**src/rtl/alu_muldiv.sv**
```systemverilog
// alu_muldiv -- iterative RV32M multiply/divide unit for the execute stage.
//
// Radix-2, one bit per cycle: shift-add multiplier and restoring divider.
// Operands are latched as magnitudes and the sign is fixed up in a final FIX
// cycle. Divide-by-zero and signed overflow (DIV/REM of MIN by -1) skip the
// iteration and finish in one cycle.
//
// Ports:
//   CLK      in  1      clock, rising edge
//   RESETn   in  1      asynchronous active-low reset
//   Start    in  1      request pulse, sampled in IDLE or DONE
//   Funct3   in  3      0 MUL 1 MULH 2 MULHSU 3 MULHU 4 DIV 5 DIVU 6 REM 7 REMU
//   Src_A    in  WIDTH  rs1 / dividend
//   Src_B    in  WIDTH  rs2 / divisor
//   Kill     in  1      abort op in flight; suppresses a simultaneous Start
//   Busy     out 1      high in CALC and FIX
//   Done     out 1      one-cycle pulse in DONE
//   Result   out WIDTH  registered result, held until the next Done
//
// Build option: define ALU_MULDIV_DIV_EN to include the divide datapath.
// Without it Funct3 4-7 complete in one cycle with Result = 0.

module alu_muldiv #(
   parameter int unsigned WIDTH = 32
) (
   input  logic             CLK,
   input  logic             RESETn,
   input  logic             Start,
   input  logic [2:0]       Funct3,
   input  logic [WIDTH-1:0] Src_A,
   input  logic [WIDTH-1:0] Src_B,
   input  logic             Kill,
   output logic             Busy,
   output logic             Done,
   output logic [WIDTH-1:0] Result
);

   localparam int unsigned CW = $clog2(WIDTH);
   localparam logic [WIDTH-1:0] MIN_NEG = {1'b1, {(WIDTH-1){1'b0}}};

   typedef enum logic [1:0] {S_IDLE, S_CALC, S_FIX, S_DONE} state_e;

   state_e               state_q, state_d;
   logic [2*WIDTH-1:0]   prod_q, prod_d;    // {acc/remainder, multiplier/dividend}
   logic [WIDTH-1:0]     opnd_q, opnd_d;    // multiplicand / divisor magnitude
   logic [WIDTH-1:0]     result_q, result_d;
   logic [CW-1:0]        cnt_q, cnt_d;
   logic [2:0]           f3_q, f3_d;
   logic                 neg_res_q, neg_res_d;
`ifdef ALU_MULDIV_DIV_EN
   logic                 neg_rem_q, neg_rem_d;
`endif

   // Operand conditioning at accept
   logic             a_signed, b_signed, sa, sb;
   logic [WIDTH-1:0] mag_a, mag_b;
   logic             spec_hit;
   logic [WIDTH-1:0] spec_val;

   always_comb begin
      a_signed = Funct3 inside {3'd0, 3'd1, 3'd2, 3'd4, 3'd6};
      b_signed = Funct3 inside {3'd0, 3'd1, 3'd4, 3'd6};
      sa       = a_signed & Src_A[WIDTH-1];
      sb       = b_signed & Src_B[WIDTH-1];
      mag_a    = sa ? -Src_A : Src_A;
      mag_b    = sb ? -Src_B : Src_B;
   end

   always_comb begin
      spec_hit = 1'b0;
      spec_val = '0;
`ifdef ALU_MULDIV_DIV_EN
      if (Funct3[2]) begin
         if (Src_B == '0) begin
            spec_hit = 1'b1;
            spec_val = Funct3[1] ? Src_A : '1;
         end else if (!Funct3[0] && Src_A == MIN_NEG && Src_B == '1) begin
            spec_hit = 1'b1;
            spec_val = Funct3[1] ? '0 : Src_A;
         end
      end
`else
      if (Funct3[2]) begin
         spec_hit = 1'b1;
         spec_val = '0;
      end
`endif
   end

   // One iteration step
   logic [WIDTH:0]     mul_sum;
   logic [2*WIDTH-1:0] step_val;
`ifdef ALU_MULDIV_DIV_EN
   logic [WIDTH:0]     div_trial, div_diff;
`endif

   always_comb begin
      // Carry out of the add shifts into the top of the product
      mul_sum  = {1'b0, prod_q[2*WIDTH-1:WIDTH]} + {1'b0, (prod_q[0] ? opnd_q : {WIDTH{1'b0}})};
      step_val = {mul_sum, prod_q[WIDTH-1:1]};
`ifdef ALU_MULDIV_DIV_EN
      // Restoring step: shift next dividend bit into the remainder, trial subtract
      div_trial = prod_q[2*WIDTH-1:WIDTH-1];
      div_diff  = div_trial - {1'b0, opnd_q};
      if (f3_q[2]) begin
         if (div_diff[WIDTH])
            step_val = {div_trial[WIDTH-1:0], prod_q[WIDTH-2:0], 1'b0};
         else
            step_val = {div_diff[WIDTH-1:0], prod_q[WIDTH-2:0], 1'b1};
      end
`endif
   end

   // Sign correction and result selection
   logic [2*WIDTH-1:0] prod_fix;
   logic [WIDTH-1:0]   fix_val;
`ifdef ALU_MULDIV_DIV_EN
   logic [WIDTH-1:0]   quo, rem, quo_fix, rem_fix;
`endif

   always_comb begin
      prod_fix = neg_res_q ? -prod_q : prod_q;
      fix_val  = (f3_q[1:0] == 2'd0) ? prod_fix[WIDTH-1:0] : prod_fix[2*WIDTH-1:WIDTH];
`ifdef ALU_MULDIV_DIV_EN
      quo     = prod_q[WIDTH-1:0];
      rem     = prod_q[2*WIDTH-1:WIDTH];
      quo_fix = neg_res_q ? -quo : quo;
      rem_fix = neg_rem_q ? -rem : rem;
      if (f3_q[2])
         fix_val = f3_q[1] ? rem_fix : quo_fix;
`endif
   end

   // Next state
   always_comb begin
      state_d   = state_q;
      prod_d    = prod_q;
      opnd_d    = opnd_q;
      result_d  = result_q;
      cnt_d     = cnt_q;
      f3_d      = f3_q;
      neg_res_d = neg_res_q;
`ifdef ALU_MULDIV_DIV_EN
      neg_rem_d = neg_rem_q;
`endif
      case (state_q)
         S_IDLE, S_DONE: begin
            if (Start && !Kill) begin
               f3_d      = Funct3;
               cnt_d     = CW'(WIDTH - 1);
               neg_res_d = (Funct3 == 3'd2) ? sa : (sa ^ sb);
`ifdef ALU_MULDIV_DIV_EN
               neg_rem_d = sa;
`endif
               prod_d    = {{WIDTH{1'b0}}, (Funct3[2] ? mag_a : mag_b)};
               opnd_d    = Funct3[2] ? mag_b : mag_a;
               if (spec_hit) begin
                  state_d  = S_DONE;
                  result_d = spec_val;
               end else begin
                  state_d  = S_CALC;
               end
            end else begin
               state_d = S_IDLE;
            end
         end
         S_CALC: begin
            if (Kill) begin
               state_d = S_IDLE;
            end else begin
               prod_d = step_val;
               if (cnt_q == '0)
                  state_d = S_FIX;
               else
                  cnt_d = cnt_q - 1'b1;
            end
         end
         S_FIX: begin
            if (Kill) begin
               state_d = S_IDLE;
            end else begin
               result_d = fix_val;
               state_d  = S_DONE;
            end
         end
         default: state_d = S_IDLE;
      endcase
   end

   always_ff @(posedge CLK or negedge RESETn) begin
      if (!RESETn) begin
         state_q   <= S_IDLE;
         prod_q    <= '0;
         opnd_q    <= '0;
         result_q  <= '0;
         cnt_q     <= '0;
         f3_q      <= '0;
         neg_res_q <= 1'b0;
`ifdef ALU_MULDIV_DIV_EN
         neg_rem_q <= 1'b0;
`endif
      end else begin
         state_q   <= state_d;
         prod_q    <= prod_d;
         opnd_q    <= opnd_d;
         result_q  <= result_d;
         cnt_q     <= cnt_d;
         f3_q      <= f3_d;
         neg_res_q <= neg_res_d;
`ifdef ALU_MULDIV_DIV_EN
         neg_rem_q <= neg_rem_d;
`endif
      end
   end

   assign Busy   = (state_q == S_CALC) || (state_q == S_FIX);
   assign Done   = (state_q == S_DONE);
   assign Result = result_q;

endmodule

```
**config.mk**
```make
export PLATFORM = sky130hd
export DESIGN_NAME = alu_muldiv
export DESIGN_NICKNAME = d
export VERILOG_FILES = /design/src/rtl/alu_muldiv.sv
export SDC_FILE = /design/constraint.sdc
export NUM_CORES = 1
export LEC_CHECK = 0
export ABC_AREA = 0
export CORE_MARGIN = 4
export CORE_UTILIZATION = 59
export CTS_BUF_LIST = sky130_fd_sc_hd__clkbuf_16
export DETAILED_ROUTE_END_ITERATION = 16
export PLACE_DENSITY = 0.89
export SKIP_CTS_REPAIR_TIMING = 1
export SLEW_MARGIN = 0
export SYNTH_ARGS = -nofsm -noshare
export SYNTH_HDL_FRONTEND = slang
export SYNTH_SLANG_ARGS = --single-unit
```
**constraint.sdc**
```tcl
create_clock -name CLK -period 4.57 [get_ports CLK]
set_input_delay 0.6855 -clock CLK [delete_from_list [all_inputs] [get_ports CLK]]
set_output_delay 0.6855 -clock CLK [all_outputs]
set_load 0.005 [all_outputs]
```
==> results of run 1 <==
area by class of cell:
cell class | count | area [um^2]
Timing Repair Buffer | 117 | 1135
Inverter | 28 | 105.1
Multi-Input combinational cell | 1083 | 6900
Tap cell | 229 | 286.5
Clock inverter | 13 | 91.34
Sequential cell | 138 | 3453
Clock buffer | 17 | 425.4
Fill cell | 1460 | 5567
cells by family after synthesis:
family	after synthesis	share of synthesized area, %
simple gates	443	19.86
xor+xnor	144	11.73
mux	28	2.700
fa+ha+maj	41	4.841
compound gates	427	25.01
flops	138	32.12
buf+inv	107	3.747
stage by stage:
stage	setup slack [ns]	instance area, um^2	hold slack (ns)	power [mW]
floorplan	1.400	10750	0.3899	4.356
global placement	0.7832	11880	0.4561	5.466
detailed placement	0.6945	11880	0.4541	5.565
CTS	0.6796	12400	0.4664	6.826
global route	0.3900	12400	0.5058	7.351
finish	0.6270	12400	0.4174	6.914
registers in the layout, indices dropped and copies added (netlist names):
name,count
Result,32
cnt_q,5
f3_q,2
neg_res_q,1
opnd_q,32
prod_q,64
state_q,2
final timing paths:
check | end | slack, ns | depth (start not counted)
setup / recovery | prod_q[55] | 0.63 | 12
hold / removal | cnt_q[3] | 0.42 | 1
setup reg to reg | prod_q[55] | 0.63 | 12
hold reg to reg | opnd_q[30] | 0.47 | 2
max in group asynchronous | prod_q[22] | 3.15 | 2
min in group CLK | opnd_q[30] | 0.47 | 2
metal layers:
| layer | vias to the layer above | GRT usage, % | part of all wire, % |
|---|---|---|---|
| li1 | 4924 | - | - |
| met1 | 4970 | 44.81 | 42 |
| met2 | 589 | 52.30 | 46 |
| met3 | 70 | 5.928 | 9.2 |
| met4 | 0 | 9.905 | 2.7 |
| met5 | - | 0 | 0 |
power by group through the flow:
stage	combinational (mW)	sequential, mW	clock (mW)
after CTS	3.19	2.39	1.25
after floorplan	2.29	2.07	0
after global placement	3.07	2.39	0
final	3.24	2.43	1.25
after detailed placement	3.15	2.41	0
after global routing	3.56	2.48	1.31
cells in the mapped netlist, drive strengths merged (3+ instances only):
cell | n | area share [%]
a211oi | 23 | 1.6
a21o | 25 | 1.7
a21oi | 93 | 4.3
a22o | 3 | 0.24
a22oi | 6 | 0.42
a31oi | 14 | 0.81
a32o | 8 | 0.74
and2 | 39 | 2.3
and3 | 14 | 0.81
buf | 6 | 0.22
clkbuf | 73 | 2.5
dfrtp | 138 | 32
ha | 40 | 4.7
inv | 28 | 0.98
mux2 | 8 | 0.84
mux2i | 20 | 1.9
nand2 | 169 | 5.9
nand2b | 7 | 0.41
nand3 | 24 | 1.1
nand3b | 3 | 0.21
nand4 | 9 | 0.52
nor2 | 86 | 3.0
nor2b | 5 | 0.29
nor3 | 26 | 1.2
nor4 | 15 | 0.99
o211ai | 3 | 0.21
o21a | 4 | 0.28
o21ai | 155 | 7.2
o221ai | 17 | 1.4
o31a | 3 | 0.24
o31ai | 35 | 2.5
o41ai | 16 | 1.4
or2 | 7 | 0.41
or3 | 22 | 1.5
or4 | 11 | 0.77
xnor2 | 60 | 4.9
xor2 | 84 | 6.8
worst max-delay path, stage by stage, from the launching register on:
cell      delay, ns
dfrtp_1        0.90
and2_1         0.24
ha_1           0.19
inv_1          0.07
fa_1           0.39
nor2b_1        0.18
o31ai_1        0.14
a211oi_1       0.54
o21a_1         0.31
a221o_1        0.25
a311o_1        0.33
xnor2_1        0.15
o21ai_0        0.09
==> results.tsv, run 1 <==
stage	metric	value	unit
detailed_routing	vias_per_cell	6.494	
logic_synthesis	synthesis.area	10750	um^2
floorplan	start_util	59.86	%
critical_path	critPathKind	reg2reg	
cells_and_area	layout.cells.non_filler	1625	
sta	post-route-min-period	3.943	ns
critical_path	worstPathArrival	4.19	ns
logic_synthesis	syn_nets	1440	
power_and_ir_drop	swShare	44.78	%
logic_synthesis	async_flop_share	100.0	%
placement	placedCellCount	1595	
detailed_routing	drc	0	
global_route	grt_overflow	0	
global_route	grt_use_total	32.47	%
clock_tree	cts_tree	done	
clock_tree	clock_latency	0.42	ns
cells_and_area	layout_common_cells	nand2_1 (169), o21ai_0 (152), dfrtp_1 (138)	
floorplan	pin_count	105	
logic_synthesis	ys_types	65	
floorplan	dieArea	20450	um^2
logic_synthesis	ys_ff_latch	138	
critical_path	crit_path_end_kind	flop	
floorplan	num_rows	49	
logic_synthesis	syn_avg_cell_area	8.097	um^2
clock_tree	clkSinkCount	138	
sta	grt_setup_unrepaired	no	
run	maxCapViolCount	0	
sta	relSlewSlack	20.50	%
floorplan	fp.dieH	143	um
placement	port_buffers	104	
floorplan	core	17960	um^2
logic_synthesis	ys.flop_type	dfrtp_1	
global_route	antenna_found_initial	0	
sta	max_slew.worst_pin.slew	1.189	ns
cells_and_area	layout-drive-gt1-share	4.871	%
sta	skew	0.008805	ns
clock_tree	clk_pin_slew	0.06	ns
cells_and_area	fin_nets	1497	
logic_synthesis	yosys_warnings	0	
detailed_routing	num_vias	10550	
power_and_ir_drop	seqPwrFrac	35.1	%
sta	setup_tns	0	ns
critical_path	worst_ep_required_time	4.82	ns
cells_and_area	layout.core_utilization	69.01	%
detailed_routing	ant_nets	0	
detailed_routing	routed_wl	32940	um
power_and_ir_drop	p_comb_share	46.8	%
sta	slew_violations	0	
power_and_ir_drop	pwr-share-clk	18.1	%
power_and_ir_drop	p_sw	3.096	mW
floorplan	dieWidth	143	um
cells_and_area	antenna_cells	0	
detailed_routing	drt_pass1_iterations	5	
critical_path	worstPathMaxFanout	35	
critical_path	cp-start-kind	flop	
sta	hold_viol	0	
sta	setup_viol	0	
power_and_ir_drop	power.density	557.7	nW/um^2
clock_tree	cts_max_level	4	
clock_tree	cts_root_buf	clkbuf_16	
hold_path	hp-class	in2async	
power_and_ir_drop	p_int	3.818	mW
sta	max_freq	253.6	MHz
logic_synthesis	synthCells	1328	
critical_path	reg2reg_from	prod_q[0]	
global_route	first_global_vias	9935	
detailed_routing	drtIter0Drc	1148	
placement	post-dp-hpwl	25080	um
placement	gp_congestion	0.9397	
sta	fin_crit_sh	86.28	%
power_and_ir_drop	worst_ir_drop_vdd	0.3259	mV
cells_and_area	final_common_cell	nand2_1	
detailed_routing	wire_per_inst	20.27	um
logic_synthesis	yosysSeqAreaShare	32.12	%
cells_and_area	area_growth	15.29	%
global_route	grt_pass1_wl	52560	um
global_route	grt_max_degree	112	
status	status	finished, final reports clean	
logic_synthesis	synth_edf_count	0	
critical_path	startpoint	prod_q[0]	
clock_tree	cts_made_buffers	17	
clock_tree	clockBufferDepth	2	
power_and_ir_drop	p_leak	5.360	nW
Power figures use the tool's default switching activity.
==> run 2: changes to the inputs <==
--- a/config.mk
+++ b/config.mk
@@ -6,7 +6,7 @@
 export NUM_CORES = 1
 export LEC_CHECK = 0
 export ABC_AREA = 0
-export CORE_MARGIN = 4
+export CORE_MARGIN = 10
 export CORE_UTILIZATION = 59
 export CTS_BUF_LIST = sky130_fd_sc_hd__clkbuf_16
 export DETAILED_ROUTE_END_ITERATION = 16
==> run 2 against run 1 <==
Compared with the run above:
- wire length rose by 1.8%
- clock power rose by 18%
- via count fell by 0.30%
- sequential cell count stayed put
- highest routed layer unchanged
- core utilization rose by 0.72 points
- hold slack worse by 0.17 ns
- sequential share of layout area shrank 0.29 points
- clock skew is essentially flat
- count of clock-buffer cells in the layout unchanged
==> results.tsv, run 2 (synthesis results as in run 1) <==
stage	metric	value	unit
status	status	finished, final reports clean	
power_and_ir_drop	worst_ir_drop_vdd	0.3294	mV
detailed_routing	drt_pass1_iterations	5	
cells_and_area	regArea	3453	um^2
placement	post-dp-hpwl	25600	um
detailed_routing	num_vias	10520	
detailed_routing	drtIter0Drc	1153	
placement	preCtsSetupSlack	0.6911	ns
sta	relSlewSlack	28.02	%
cells_and_area	antenna_cells	0	
cells_and_area	layout_common_cells	nand2_1 (169), o21ai_0 (152), dfrtp_1 (138)	
floorplan	dieWidth	155	um
critical_path	max_stage_delay	0.72	ns
critical_path	startpoint	prod_q[0]	
cells_and_area	fin_nets	1500	
global_route	grt_use_total	27.57	%
critical_path	worst_ep_required_time	4.89	ns
detailed_routing	wire_per_inst	20.56	um
global_route	grt_max_degree	70	
detailed_routing	vias_per_cell	6.455	
global_route	grt_pass1_wl	53850	um
clock_tree	cts_tree	done	
cells_and_area	fillCellCount	1441	
critical_path	cp-start-kind	flop	
sta	post-route-min-period	3.938	ns
run	maxCapViolCount	0	
cells_and_area	layout-drive-gt1-share	5.567	%
cells_and_area	largest_reg_flops	64	
detailed_routing	drc	0	
floorplan	core	17960	um^2
critical_path	reg2reg_from	prod_q[0]	
sta	fin_crit_sh	86.18	%
clock_tree	cts_made_buffers	17	
placement	port_buffers	104	
detailed_routing	ant_nets	0	
sta	skew	0.008870	ns
clock_tree	clk_pin_slew	0.06	ns
critical_path	crit_path_top_delay_cell	dfrtp_1	
power_and_ir_drop	p_leak	5.412	nW
critical_path	worstPathArrival	4.26	ns
critical_path	cp_cell_sequence	and2_1 -> ha_1 -> inv_1 -> fa_1 -> nor2b_1 -> o31ai_1 -> a211oi_1 -> o211a_1 -> a2111oi_2 -> nor3_1 -> or3_1 -> a32o_1	
global_route	grt_overflow	0	
critical_path	crit_path_end_kind	flop	
clock_tree	clockBufferDepth	2	
cells_and_area	multiInputGateArea	6900	um^2
sta	max_freq	253.9	MHz
cells_and_area	final_common_cell	nand2_1	
sta	hold_viol	0	
cells_and_area	area_growth	16.50	%
floorplan	pin_count	105	
sta	setup_tns	0	ns
power_and_ir_drop	power.density	571.5	nW/um^2
clock_tree	cts_max_level	4	
critical_path	critPathKind	reg2reg	
sta	grt_setup_unrepaired	no	
clock_tree	clkSinkCount	138	
floorplan	start_util	59.86	%
floorplan	num_rows	49	
sta	max_slew.worst_pin.slew	1.080	ns
clock_tree	clock_latency	0.44	ns
hold_path	hp-class	in2async	
detailed_routing	routed_wl	33520	um
global_route	first_global_vias	10020	
cells_and_area	layout.core_utilization	69.74	%
floorplan	fp.dieH	155	um
sta	worst_slack	0.6315	ns
clock_tree	cts_root_buf	clkbuf_16	
cells_and_area	top_register	prod_q	
sta	slew_violations	0	
sta	setup_viol	0	
sta	fin_hold_ws	0.2454	ns
global_route	antenna_found_initial	0	
critical_path	worstPathMaxFanout	35	
placement	gp_congestion	0.9608	
floorplan	dieArea	24030	um^2
## run 2: cell types whose count changed in the layout (fill, tap and decap cells not counted)
| cell | previous run | this run |
|---|---|---|
| clkinv_2 | 3 | 2 |
| clkinv_1 | 3 | 0 |
| clkinvlp_4 | 2 | 4 |
| buf_4 | 13 | 16 |
| inv_6 | 0 | 3 |
| inv_1 | 31 | 29 |
| bufinv_16 | 1 | 4 |
## run 2: critical path: cells and delay by family, from the launching register on
| family | cells | cell delay, ns |
|---|---|---|
| DFF | 1 | 0.72 |
| buffers and inverters | 1 | 0.08 |
| and+or+nand+nor | 4 | 0.82 |
| AOI/OAI and AO/OA | 5 | 1.77 |
| adders and majority gates | 2 | 0.43 |
## run 2: through the flow
| step | instance area (um^2) | total power [mW] | instances |
|---|---|---|---|
| final | 12530 | 7.159 | 1630 |
| after floorplan | 10750 | 4.356 | 1328 |
| after detailed placement | 11900 | 5.582 | 1598 |
| after global routing | 12530 | 7.595 | 1630 |
| after CTS | 12530 | 7.089 | 1630 |
| after global placement | 11900 | 5.479 | 1598 |
## run 2: report_power, final
| group | switching, mW | internal [mW] | leakage (nW) |
|---|---|---|---|
| sequential | 0.639 | 1.71 | 1.77 |
| combinational | 1.96 | 1.38 | 3.34 |
| clock | 0.557 | 0.913 | 0.297 |
| total | 3.16 | 4.00 | 5.41 |
## run 2: cell type report
type                    instances  share of cell area (%)
repair buffers                120                   9.239
multi-input cells            1083                   55.08
well taps                     229                   2.287
flip-flops and latches        138                   27.57
inverters                      28                  0.8390
clock inverters                15                   1.588
clock buffers                  17                   3.396
## run 2: worst paths after layout
path / end / slack, ns / cells past startpoint
min in group CLK: opnd_q[24] / 0.48 / 2
worst min-delay path: cnt_q[0] / 0.25 / 1
worst max-delay path: prod_q[61] / 0.63 / 12
worst min register to register: opnd_q[24] / 0.48 / 2
max in group asynchronous: opnd_q[18] / 3.33 / 2
worst max register to register: prod_q[61] / 0.63 / 12
## run 2: layer usage
metal,vias up,share of wire (%),GRT usage [%]
li1,4936,-,-
met1,4958,42,36.94
met2,565,46,43.46
met3,62,10,5.431
met4,0,2.5,9.537
met5,-,0,0
==> run 3: changes to the inputs <==
--- a/config.mk
+++ b/config.mk
@@ -7,10 +7,10 @@
 export LEC_CHECK = 0
 export ABC_AREA = 0
 export CORE_MARGIN = 10
-export CORE_UTILIZATION = 59
+export CORE_UTILIZATION = 53
 export CTS_BUF_LIST = sky130_fd_sc_hd__clkbuf_16
 export DETAILED_ROUTE_END_ITERATION = 16
-export PLACE_DENSITY = 0.89
+export PLACE_DENSITY = 0.85
 export SKIP_CTS_REPAIR_TIMING = 1
 export SLEW_MARGIN = 0
 export SYNTH_ARGS = -nofsm -noshare
==> constraint.sdc (replaced) <==
create_clock -name CLK -period 3.61 [get_ports CLK]
set_input_delay 0.5415 -clock CLK [delete_from_list [all_inputs] [get_ports CLK]]
set_output_delay 0.5415 -clock CLK [all_outputs]
set_load 0.005 [all_outputs]
==> run 3 against run 2 <==
Compared with the run above:
- global-route usage fell by 2.4 points
- core utilization fell by 6.3 points
- maximum frequency rose by 14%
- final cell count rose by 3.9%
- non-clock buffer count rose by 22
- worst setup slack got worse by 0.48 ns
- register-to-register slack got worse by 0.48 ns
- die area rose by 9.8%
==> results.tsv, run 3 (synthesis results as in run 1) <==
stage	metric	value	unit
status	status	finished, final reports clean	
floorplan	dieArea	26390	um^2
run	maxCapViolCount	0	
placement	port_buffers	104	
sta	max_freq	289.3	MHz
global_route	grt_pass1_wl	53470	um
power_and_ir_drop	worst_ir_drop_vdd	0.3846	mV
floorplan	pin_count	105	
critical_path	worst_ep_required_time	3.93	ns
sta	post-route-min-period	3.457	ns
sta	setup_tns	0	ns
global_route	grt_use_total	25.20	%
sta	hold_viol	0	
sta	worst_slack	0.1532	ns
critical_path	critPathKind	reg2reg	
cells_and_area	layout.core_utilization	63.47	%
global_route	gr-usage-met3	5.814	%
floorplan	dieWidth	162.4	um
clock_tree	clk_pin_slew	0.06	ns
detailed_routing	drt_pass1_iterations	6	
power_and_ir_drop	p_leak	5.556	nW
clock_tree	clock_latency	0.43	ns
global_route	grt_overflow	0	
sta	relSlewSlack	27.30	%
global_route	gr-max-usage-layer	met2	
cells_and_area	antenna_cells	0	
clock_tree	cts_tree	done	
global_route	antenna_found_initial	0	
critical_path	crit_path_end_kind	flop	
detailed_routing	ant_nets	0	
cells_and_area	fillCellCount	1636	
cells_and_area	layout-drive-gt1-share	6.606	%
power_and_ir_drop	power.density	722.9	nW/um^2
placement	gp_congestion	1.009	
cells_and_area	area_growth	18.68	%
detailed_routing	drc	0	
critical_path	worstPathArrival	3.77	ns
sta	slew_violations	0	
floorplan	num_rows	52	
cells_and_area	top_register	prod_q	
global_route	first_global_vias	9916	
global_route	grtUsageMet1	34.03	%
placement	post-dp-hpwl	26470	um
clock_tree	clkSinkCount	138	
detailed_routing	routed_wl	34010	um
hold_path	hp-class	in2async	
global_route	grt_max_degree	84	
detailed_routing	num_vias	10550	
floorplan	fp.dieH	162.4	um
detailed_routing	drtIter0Drc	1029	
critical_path	cp-start-kind	flop	
cells_and_area	final_common_cell	nand2_1	
global_route	grtUsageMet2	38.57	%
placement	preCtsSetupSlack	0.2425	ns
sta	fin_crit_sh	95.76	%
sta	grt_setup_unrepaired	no	
sta	max_slew.worst_pin.slew	1.091	ns
placement	placedCellCount	1661	
clock_tree	clockBufferDepth	2	
cells_and_area	largest_reg_flops	64	
cells_and_area	layout.cells.non_filler	1693	
clock_tree	cts_made_buffers	17	
cells_and_area	layout_common_cells	nand2_1 (169), o21ai_0 (152), dfrtp_1 (138)	
critical_path	worstPathMaxFanout	26	
detailed_routing	wire_per_inst	20.09	um
clock_tree	cts_root_buf	clkbuf_16	
sta	skew	0.006975	ns
sta	setup_viol	0	
clock_tree	cts_max_level	4	
detailed_routing	vias_per_cell	6.233	
floorplan	core	20100	um^2
cells_and_area	fin_nets	1522	
floorplan	start_util	53.49	%
## run 3: layer usage
layer / wire, um / up-vias
met5: 0 / -
met4: 879 / 0
met3: 3641 / 62
met2: 14990 / 563
met1: 14500 / 4939
li1: - / 4989
## run 3: through the flow
step / total power, mW / area (um^2) / hold WS [ns]
floorplan: 5.514 / 10750 / 0.2459
global placement: 7.021 / 12120 / 0.4542
detailed placement: 7.164 / 12120 / 0.4630
CTS: 9.095 / 12760 / 0.2033
global route: 9.739 / 12760 / 0.2205
finish: 9.225 / 12760 / 0.1529
## run 3: critical path, cell delays in order, from the launching register on
cell,delay [ns]
dfrtp_1,0.45
buf_4,0.24
and2_1,0.16
ha_1,0.40
nand4_1,0.15
nor2_1,0.18
a2111oi_0,0.14
buf_4,0.17
a211oi_1,0.52
o21ai_1,0.20
a311oi_1,0.33
o21ai_0,0.12
a32o_1,0.27
## run 3: worst paths after layout
check,start,endpoint,slack (ns),depth (start not counted)
min in group CLK,opnd_q[23],opnd_q[23],0.48,2
hold / removal,RESETn,prod_q[58],0.15,1
hold reg to reg,opnd_q[23],opnd_q[23],0.48,2
setup reg to reg,prod_q[0],prod_q[60],0.15,12
max in group asynchronous,RESETn,state_q[0],2.55,2
setup / recovery,prod_q[0],prod_q[60],0.15,12
## run 3: area by class of cell
| type | instances | area, um^2 | share of cell area, % |
|---|---|---|---|
| Sequential cell | 138 | 3453 | 27.06 |
| Inverter | 28 | 105.1 | 0.8236 |
| Multi-Input combinational cell | 1083 | 6900 | 54.07 |
| Clock inverter | 15 | 216.5 | 1.696 |
| Clock buffer | 17 | 425.4 | 3.334 |
| Tap cell | 270 | 337.8 | 2.647 |
| Timing Repair Buffer | 142 | 1323 | 10.36 |
## run 3: where the power goes
| part | switching (mW) | internal [mW] | leakage, nW | total, mW |
|---|---|---|---|---|
| clock network | 0.646 | 1.27 | 0.336 | 1.92 |
| registers | 0.759 | 2.16 | 1.77 | 2.92 |
| logic | 2.58 | 1.80 | 3.45 | 4.38 |
| total | 3.99 | 5.24 | 5.56 | 9.23 |
